## src/rtl/i2c_frame_scheduler.sv

```systemverilog
// i2c_frame_scheduler
// Sweeps N_CH target boards and pushes each changed command frame to an
// external I2C master as a series of fixed-size register writes. Each write
// carries one register byte (chunk index + 1) followed by CHUNK_BYTES payload
// bytes. Failed chunks are retried, and a channel that keeps failing is flagged
// and dropped for the rest of the sweep. A channel's "last written" copy only
// advances once every chunk of that channel has been acknowledged.
module i2c_frame_scheduler #(
    parameter int N_CH        = 4,
    parameter int FRAME_W     = 88,
    parameter int CHUNK_BYTES = 3,
    parameter int GAP_CYCLES  = 5000,
    parameter int MAX_RETRY   = 2
) (
    input  logic                         clock_i,
    input  logic                         reset_n_i,
    input  logic                         start_i,
    input  logic                         force_i,
    input  logic [7*N_CH-1:0]            dev_id_i,
    input  logic [FRAME_W*N_CH-1:0]      frame_i,
    output logic                         busy_o,
    output logic                         done_o,
    output logic [N_CH-1:0]              err_flags_o,
    output logic                         i2c_ena_o,
    output logic [6:0]                   i2c_addr_o,
    output logic                         i2c_rw_o,
    output logic [8*(CHUNK_BYTES+1)-1:0] i2c_data_wr_o,
    output logic [7:0]                   i2c_nbytes_o,
    input  logic                         i2c_busy_i,
    input  logic [7:0]                   i2c_byte_counter_i,
    input  logic                         i2c_ack_error_i
);

    localparam int CW    = 8 * CHUNK_BYTES;
    localparam int K     = (FRAME_W + CW - 1) / CW;
    localparam int PAD_W = K * CW;
    localparam int DW    = 8 * (CHUNK_BYTES + 1);
    localparam int CHW   = (N_CH > 1) ? $clog2(N_CH) : 1;
    localparam int KW    = (K > 1) ? $clog2(K) : 1;
    localparam int RW    = (MAX_RETRY > 0) ? $clog2(MAX_RETRY + 1) : 1;
    localparam int GW    = (GAP_CYCLES > 1) ? $clog2(GAP_CYCLES) : 1;

    localparam logic [CHW-1:0] LAST_CH    = CHW'(N_CH - 1);
    localparam logic [KW-1:0]  LAST_CHUNK = KW'(K - 1);
    localparam logic [RW-1:0]  RETRY_MAX  = RW'(MAX_RETRY);
    localparam logic [GW-1:0]  GAP_LAST   = GW'(GAP_CYCLES - 1);
    localparam logic [7:0]     NBYTES     = 8'(CHUNK_BYTES + 1);

    typedef enum logic [2:0] {
        ST_IDLE  = 3'd0,
        ST_CHECK = 3'd1,
        ST_LOAD  = 3'd2,
        ST_XFER  = 3'd3,
        ST_WAIT  = 3'd4,
        ST_GAP   = 3'd5,
        ST_DONE  = 3'd6
    } state_t;

    state_t             state_q, state_d;
    logic [CHW-1:0]     ch_q, ch_d;
    logic [KW-1:0]      chunk_q, chunk_d;
    logic [RW-1:0]      retry_q, retry_d;
    logic [GW-1:0]      gap_cnt_q, gap_cnt_d;
    logic               gap_to_check_q, gap_to_check_d;
    logic               force_q, force_d;
    logic               sticky_q, sticky_d;
    logic               busy_q, busy_d;
    logic               done_q, done_d;
    logic [N_CH-1:0]    err_flags_q, err_flags_d;
    logic [FRAME_W-1:0] snap_frame_q, snap_frame_d;
    logic [6:0]         snap_addr_q, snap_addr_d;
    logic               ena_q, ena_d;
    logic [6:0]         addr_q, addr_d;
    logic [DW-1:0]      data_q, data_d;
    logic [7:0]         nbytes_q, nbytes_d;
    logic [FRAME_W-1:0] prev_q [N_CH];
    logic               prev_upd_s;

    logic [FRAME_W-1:0] cur_frame_s;
    logic [FRAME_W-1:0] cur_prev_s;
    logic [6:0]         cur_addr_s;
    logic [PAD_W-1:0]   pad_frame_s;
    logic [DW-1:0]      chunk_word_s;

    // Select the current channel's live inputs and build the outgoing chunk word from the snapshot.
    always_comb begin
        cur_frame_s  = frame_i[int'(ch_q)*FRAME_W +: FRAME_W];
        cur_addr_s   = dev_id_i[int'(ch_q)*7 +: 7];
        cur_prev_s   = prev_q[ch_q];
        pad_frame_s  = PAD_W'(snap_frame_q);
        chunk_word_s = {8'(chunk_q) + 8'd1, pad_frame_s[int'(chunk_q)*CW +: CW]};
    end

    // Sweep sequencing: next state, counters, working registers and the master request.
    always_comb begin
        state_d        = state_q;
        ch_d           = ch_q;
        chunk_d        = chunk_q;
        retry_d        = retry_q;
        gap_cnt_d      = gap_cnt_q;
        gap_to_check_d = gap_to_check_q;
        force_d        = force_q;
        sticky_d       = sticky_q;
        err_flags_d    = err_flags_q;
        snap_frame_d   = snap_frame_q;
        snap_addr_d    = snap_addr_q;
        ena_d          = ena_q;
        addr_d         = addr_q;
        data_d         = data_q;
        nbytes_d       = nbytes_q;
        prev_upd_s     = 1'b0;

        case (state_q)
            ST_IDLE: begin
                if (start_i) begin
                    force_d     = force_i;
                    err_flags_d = '0;
                    ch_d        = '0;
                    state_d     = ST_CHECK;
                end else begin
                    state_d = ST_IDLE;
                end
            end
            ST_CHECK: begin
                if (force_q || (cur_frame_s != cur_prev_s)) begin
                    snap_frame_d = cur_frame_s;
                    snap_addr_d  = cur_addr_s;
                    chunk_d      = '0;
                    retry_d      = '0;
                    state_d      = ST_LOAD;
                end else if (ch_q == LAST_CH) begin
                    state_d = ST_DONE;
                end else begin
                    ch_d = ch_q + CHW'(1);
                end
            end
            ST_LOAD: begin
                // The request registers update together with ena, so the
                // master sees address and data valid in the first XFER cycle.
                addr_d   = snap_addr_q;
                data_d   = chunk_word_s;
                nbytes_d = NBYTES;
                ena_d    = 1'b1;
                sticky_d = 1'b0;
                state_d  = ST_XFER;
            end
            ST_XFER: begin
                if (i2c_ack_error_i) begin
                    sticky_d = 1'b1;
                end else begin
                    sticky_d = sticky_q;
                end
                if (i2c_byte_counter_i >= nbytes_q) begin
                    ena_d   = 1'b0;
                    state_d = ST_WAIT;
                end else begin
                    ena_d = 1'b1;
                end
            end
            ST_WAIT: begin
                if (!i2c_busy_i && !ena_q) begin
                    gap_cnt_d = '0;
                    if (!sticky_q && (chunk_q != LAST_CHUNK)) begin
                        chunk_d        = chunk_q + KW'(1);
                        retry_d        = '0;
                        gap_to_check_d = 1'b0;
                        state_d        = ST_GAP;
                    end else if (sticky_q && (retry_q < RETRY_MAX)) begin
                        retry_d        = retry_q + RW'(1);
                        gap_to_check_d = 1'b0;
                        state_d        = ST_GAP;
                    end else begin
                        // Channel finished: either fully written or abandoned.
                        if (sticky_q) begin
                            err_flags_d[ch_q] = 1'b1;
                        end else begin
                            prev_upd_s = 1'b1;
                        end
                        if (ch_q == LAST_CH) begin
                            state_d = ST_DONE;
                        end else begin
                            ch_d           = ch_q + CHW'(1);
                            gap_to_check_d = 1'b1;
                            state_d        = ST_GAP;
                        end
                    end
                end else begin
                    state_d = ST_WAIT;
                end
            end
            ST_GAP: begin
                if (gap_cnt_q == GAP_LAST) begin
                    gap_cnt_d = '0;
                    state_d   = gap_to_check_q ? ST_CHECK : ST_LOAD;
                end else begin
                    gap_cnt_d = gap_cnt_q + GW'(1);
                end
            end
            ST_DONE: begin
                state_d = ST_IDLE;
            end
            default: begin
                state_d = ST_IDLE;
                ena_d   = 1'b0;
            end
        endcase

        busy_d = (state_d != ST_IDLE);
        done_d = (state_d == ST_DONE);
    end

    // State, counters and registered outputs; reset drops any in-flight request at once.
    always_ff @(posedge clock_i or negedge reset_n_i) begin
        if (!reset_n_i) begin
            state_q        <= ST_IDLE;
            ch_q           <= '0;
            chunk_q        <= '0;
            retry_q        <= '0;
            gap_cnt_q      <= '0;
            gap_to_check_q <= 1'b0;
            force_q        <= 1'b0;
            sticky_q       <= 1'b0;
            busy_q         <= 1'b0;
            done_q         <= 1'b0;
            err_flags_q    <= '0;
            snap_frame_q   <= '0;
            snap_addr_q    <= '0;
            ena_q          <= 1'b0;
            addr_q         <= '0;
            data_q         <= '0;
            nbytes_q       <= '0;
            for (int i = 0; i < N_CH; i++) begin
                prev_q[i] <= '0;
            end
        end else begin
            state_q        <= state_d;
            ch_q           <= ch_d;
            chunk_q        <= chunk_d;
            retry_q        <= retry_d;
            gap_cnt_q      <= gap_cnt_d;
            gap_to_check_q <= gap_to_check_d;
            force_q        <= force_d;
            sticky_q       <= sticky_d;
            busy_q         <= busy_d;
            done_q         <= done_d;
            err_flags_q    <= err_flags_d;
            snap_frame_q   <= snap_frame_d;
            snap_addr_q    <= snap_addr_d;
            ena_q          <= ena_d;
            addr_q         <= addr_d;
            data_q         <= data_d;
            nbytes_q       <= nbytes_d;
            if (prev_upd_s) begin
                prev_q[ch_q] <= snap_frame_q;
            end
        end
    end

    assign busy_o        = busy_q;
    assign done_o        = done_q;
    assign err_flags_o   = err_flags_q;
    assign i2c_ena_o     = ena_q;
    assign i2c_addr_o    = addr_q;
    assign i2c_rw_o      = 1'b0;
    assign i2c_data_wr_o = data_q;
    assign i2c_nbytes_o  = nbytes_q;

endmodule

```

## config.mk

```make
export PLATFORM = sky130hd
export DESIGN_NAME = i2c_frame_scheduler
export DESIGN_NICKNAME = d
export VERILOG_FILES = /design/src/rtl/i2c_frame_scheduler.sv
export SDC_FILE = /design/constraint.sdc
export NUM_CORES = 1
export LEC_CHECK = 0
export BUFFER_PORTS_ARGS = -buffer_cell sky130_fd_sc_hd__clkbuf_2
export CAP_MARGIN = 20
export CORE_MARGIN = 3
export CORE_UTILIZATION = 63
export CTS_BUF_LIST = sky130_fd_sc_hd__clkbuf_8
export DETAILED_ROUTE_END_ITERATION = 7
export PLACE_DENSITY = 0.93
export SYNTH_ARGS = -nofsm -noshare
export SYNTH_HDL_FRONTEND = slang
export SYNTH_SLANG_ARGS = --single-unit
export TNS_END_PERCENT = 30
```

## constraint.sdc

```tcl
create_clock -name clock_i -period 7 [get_ports clock_i]
set_clock_uncertainty 0.2 [all_clocks]
set_input_delay 2.1 -clock clock_i [delete_from_list [all_inputs] [get_ports clock_i]]
set_output_delay 2.1 -clock clock_i [all_outputs]
set_load 0.05 [all_outputs]
```

# --- Word level (Yosys, flattened, before mapping) ---
# Cells that the tools add are included.
word_totals:
  reg_bits: 519
  input_bits: 394
  elab_cells: 143
op_classes:
  add_sub_neg: 5
  n_mul: 3
  magnitude_cmp: 6
  eq_ne: 22
  n_shift: 3
  muxes: 55
  bitwise_logic: 2
  reduce_logical: 26
ops:
  columns: ["operator", "count"]
  rows:
  - ["bitwise mux 352 bit", 1]
  - ["indexed part select 352 x 10 -> 88 bit", 1]
  - ["two-way mux 88 bit", 3]
  - ["binary-select mux 88 bit (select 2 bit)", 1]
  - ["demux 88 bit (select 2 bit)", 1]
  - ["indexed part select 96 x 8 -> 24 bit", 1]
  - ["inequality test 88 bit", 1]
  - ["two-way mux 2 bit", 16]
  - ["indexed part select 28 x 6 -> 7 bit", 1]
  - ["two-way mux 13 bit", 2]
  - ["case mux 13 bit (2 select lines)", 1]
  - ["two-way mux 4 bit", 5]
  - ["inequality test 2 bit, second input constant", 10]
  - ["case mux 3 bit (6 select lines)", 1]
  - ["two-way mux 3 bit", 5]
  - ["adder 13 x 1 -> 13 bit, second input constant", 1]
  - ["equality test 13 bit, second input constant", 1]
  - ["equality test 3 bit, second input constant", 4]
  - ["two-way mux 1 bit", 12]
  - ["AND reduction 6 bit", 2]
  - ["greater-or-equal comparator 8 x 3 -> 1 bit", 1]
  - ["case mux 2 bit (2 select lines)", 2]
  - ["case mux 4 bit (2 select lines)", 1]
  - ["AND reduction 2 bit", 4]
  - ["30 further kinds", 44]

# --- Longest topological paths before layout ---
depth:
  depth_word: 10
  depth_mapped: 15
  mapped_depth_nobuf: 9

# --- Least setup slack after synthesis ---
# OpenSTA, ideal clock, no wires.
synth_path:
  path_kind: "input to register"
  start: "in frame_i[345]"
  end: "reg snap_frame_q[59]"
  t_arrival_ps: 4681
  required_time_ps: 6675
  setup_slack_ps: 1994
  stages: 10
  path_buffers: 3
  cell_sequence: "mux4_2 nor2b_1 a2111oi_2 nand4_1 or4_1 o31a_1 buf_2 buf_6 buf_6 mux2_4"
synth_via:
  elab_chain_len: 4
synth_rtl:
  columns: ["element", "line", "rtl"]
  rows:
  - ["start, declared", "20", "input logic [FRAME_W*N_CH-1:0] frame_i,"]
  - ["indexed part select 352 x 10 -> 88 bit", "87", "cur_frame_s = frame_i[int'(ch_q)*FRAME_W +: FRAME_W];"]
  - ["inequality test 88 bit", "125", "if (force_q || (cur_frame_s != cur_prev_s)) begin"]
  - ["logical OR 1 bit", "125", null]
  - ["AND reduction 2 bit (no line)", null, null]
  - ["end signal, assigned", "247", "snap_frame_q <= snap_frame_d;"]
  - ["end, declared", "70", "logic [FRAME_W-1:0] snap_frame_q, snap_frame_d;"]
# No other way between the ends.
# A chain may end at the register's enable or synchronous reset.

# --- Final worst setup path ---
layout_path:
  start: "in frame_i[304]"
  end: "reg snap_frame_q[78]"
# The elaborated chain is that of the path after synthesis.

==> impl_metrics.ini <==
[job]
cap_violations = 0

[finish]
nets = 2502
layout-drive-gt1-share_pct = 58.5
synthToLayoutAreaGrowth_pct = 16.5

[global_route]
grt_pass1_vias = 19000
gr-total-overflow = 0
grt_start_max_net_pins = 155
grt_pass1_wl_um = 111000
track_usage_pct = 33.0
grt_antenna_before_repair = 1

[worst_setup_path]
arrival_ns = 5.65
crit_path_end_kind = flip-flop
critPathMaxFanout = 37
crit_required_ns = 7.28
critical_path_class = in -> reg
critPathLaunchType = primary input
r2r_slack_ns = 1.84

[synthesis]
synth_most_common_cell = dfrtp_1
yosys-top-cells-area = dfrtp_1 50%, mux2_2 20%, mux4_2 17%
synth_top_area_share_pct = 50.1
synth_edf_count = 0
synthDistinctLibCells = 50
synth_top_cell_by_area = dfrtp_1
ys_warn_count = 0
synthCells = 1667
syn_area_um2 = 25700
avgSynthCellArea_um2 = 15.4
synth_ff_type = dfrtp_1
ys_async_sr_fraction_pct = 100
synth_seq_area_share_pct = 50.1
ys_top_cells_by_count = 514 x dfrtp_1, 447 x mux2_2, 199 x mux4_2
ys_seq_elements = 514

[place]
dpl_worst_slack_ns = 1.02
port_buffers = 435
gp_congestion = 0.876
detailed_place_hpwl_um = 46300

[pwr]
p_leak_nw = 14.3
ir_worst_vdd_uv = 236
power_density_nw_per_um2 = 344

[timing]
relSlewSlack_pct = 35.4
rsz0062_at_grt = false
finalMaxSlewViolations = 0
fin_crit_sh_pct = 76.7
tns_ns = 0
max_freq_mhz = 186
fin_crit_ns = 5.37
worst_slew_pin_slew_ns = 0.965
setup_violations = 0
fin_ws_ns = 1.63
hold_viol_final = 0

[floorplan]
start_util_pct = 64.2
ios = 449
core_um2 = 40000
rows = 73
die_area_um2 = 43200
die_w_um = 208
die_y_um = 208

[clock_tree]
cts_setup_buffers = 0
clock_sinks = 514
numCtsBuffers = 80
h-tree-depth = 3
cts_tree = done
clk_pin_slew_ns = 0.07
ctsHoldBuffers = 0
root_buffer = clkbuf_8
insertion_delay_ns = 0.64
cts.path.max_buffers = 3
postCtsResizedCells = 0

[route]
ant_nets = 0
vias = 17500
drt-initial-drc-count = 1587
drt_pass1_iterations = 5
wl_per_cell_um = 26.6
drcViolationCount = 0
wl_um = 71600
viasPerCell = 6.51

[run_status]
status = complete, no violations

[min_path]
hp-class = reg -> reg
[stage by stage]
step	instances	total power [mW]	hold slack, ns	area (µm²)	util, %
after floorplan	1679	6.54	0.237	25700	-
after global placement	2543	7.56	0.275	28300	70.7
after detailed placement	2543	7.73	0.278	28300	70.7
after CTS	2686	10.3	0.289	29900	74.7
after global routing	2687	10.7	0.299	29900	74.7
final	2688	10.3	0.294	29900	74.7
[layout make-up]
type | instances | area, µm²
sequential | 514 | 12900
multi-input combinational | 1034 | 12300
fill | 2280 | 10100
timing repair buffer | 459 | 2480
clock buffer | 98 | 1350
tap | 525 | 657
clock inverter | 45 | 240
inverter | 12 | 45.0
antenna | 1 | 2.50
[flip-flops by register name, indices dropped and copies added (netlist names), 2 cells and up]
| register | count |
|---|---|
| ch_q | 2 |
| chunk_q | 2 |
| err_flags_o | 4 |
| gap_cnt_q | 13 |
| i2c_addr_o | 7 |
| i2c_data_wr_o | 27 |
| prev_q | 352 |
| retry_q | 2 |
| snap_addr_q | 7 |
| snap_frame_q | 88 |
| state_q | 3 |
[logic make-up (layout without fill, tap and decap cells)]
kind of cell    count (synthesis)  in the layout  share of synthesized area (%)
xor+xnor                       65             65                           2.22
fa+ha+maj                       7              7                          0.341
compound gates                 76             76                           1.72
mux                           684            684                           39.1
other cells                     1             14                         0.0146
flops                         514            514                           50.1
simple gates                  189            189                           3.94
buf+inv                       131            614                           2.55
[power breakdown]
| group | switching [mW] | internal [mW] |
|---|---|---|
| registers | 0.775 | 3.45 |
| clock network | 1.20 | 1.31 |
| logic | 1.93 | 1.64 |
| total | 3.90 | 6.40 |
[path summary, 6_finish.rpt]
check                          startpoint               end  cells past startpoint
hold reg to reg            snap_addr_q[4]     i2c_addr_o[4]                      1
setup reg to reg                  ch_q[1]  snap_frame_q[78]                      9
max in group asynchronous       reset_n_i  snap_frame_q[42]                      2
setup / recovery             frame_i[304]  snap_frame_q[78]                      9
hold / removal             snap_addr_q[4]     i2c_addr_o[4]                      1
min in group asynchronous       reset_n_i       prev_q[187]                      1
[layer usage]
metal / vias to the layer above / routed length, µm / share of wire [%] / track usage [%]
met2: 1038 / 36000 / 50 / 54.6
li1: 7171 / - / - / -
met5: - / 15 / 0.021 / 0
met1: 9013 / 26200 / 37 / 42.4
met4: 2 / 3580 / 5.0 / 15.7
met3: 264 / 5780 / 8.1 / 6.77
[cell usage in the layout, fill, tap and decap left out, types with 7 or more instances in the layout]
master,Yosys,routed
and3_1,8,8
nand4_1,17,17
dfrtp_1,514,511
conb_1,1,13
inv_1,12,37
ha_1,7,7
mux4_2,199,199
mux2i_1,10,10
nor3_1,11,10
xnor2_1,36,36
nand2_1,24,21
o21ai_0,28,28
a21oi_1,30,30
buf_4,16,15
nand3_1,13,13
nor2_1,40,39
clkinv_2,0,13
nand2b_1,35,35
nor4_1,13,13
nor2b_1,16,16
mux2_2,447,447
clkbuf_8,0,98
mux2_4,28,28
xor2_1,29,29
clkbuf_2,0,434
buf_12,0,9
[worst max-delay path, stage by stage]
cell	delay [ns]
clkbuf_2	0.08
mux4_2	0.51
xor2_1	0.19
nor4_1	0.64
nand4_1	0.15
or4_1	0.60
o31a_2	0.68
buf_12	0.33
mux2_4	0.33
(Power assumes the default switching activity.)
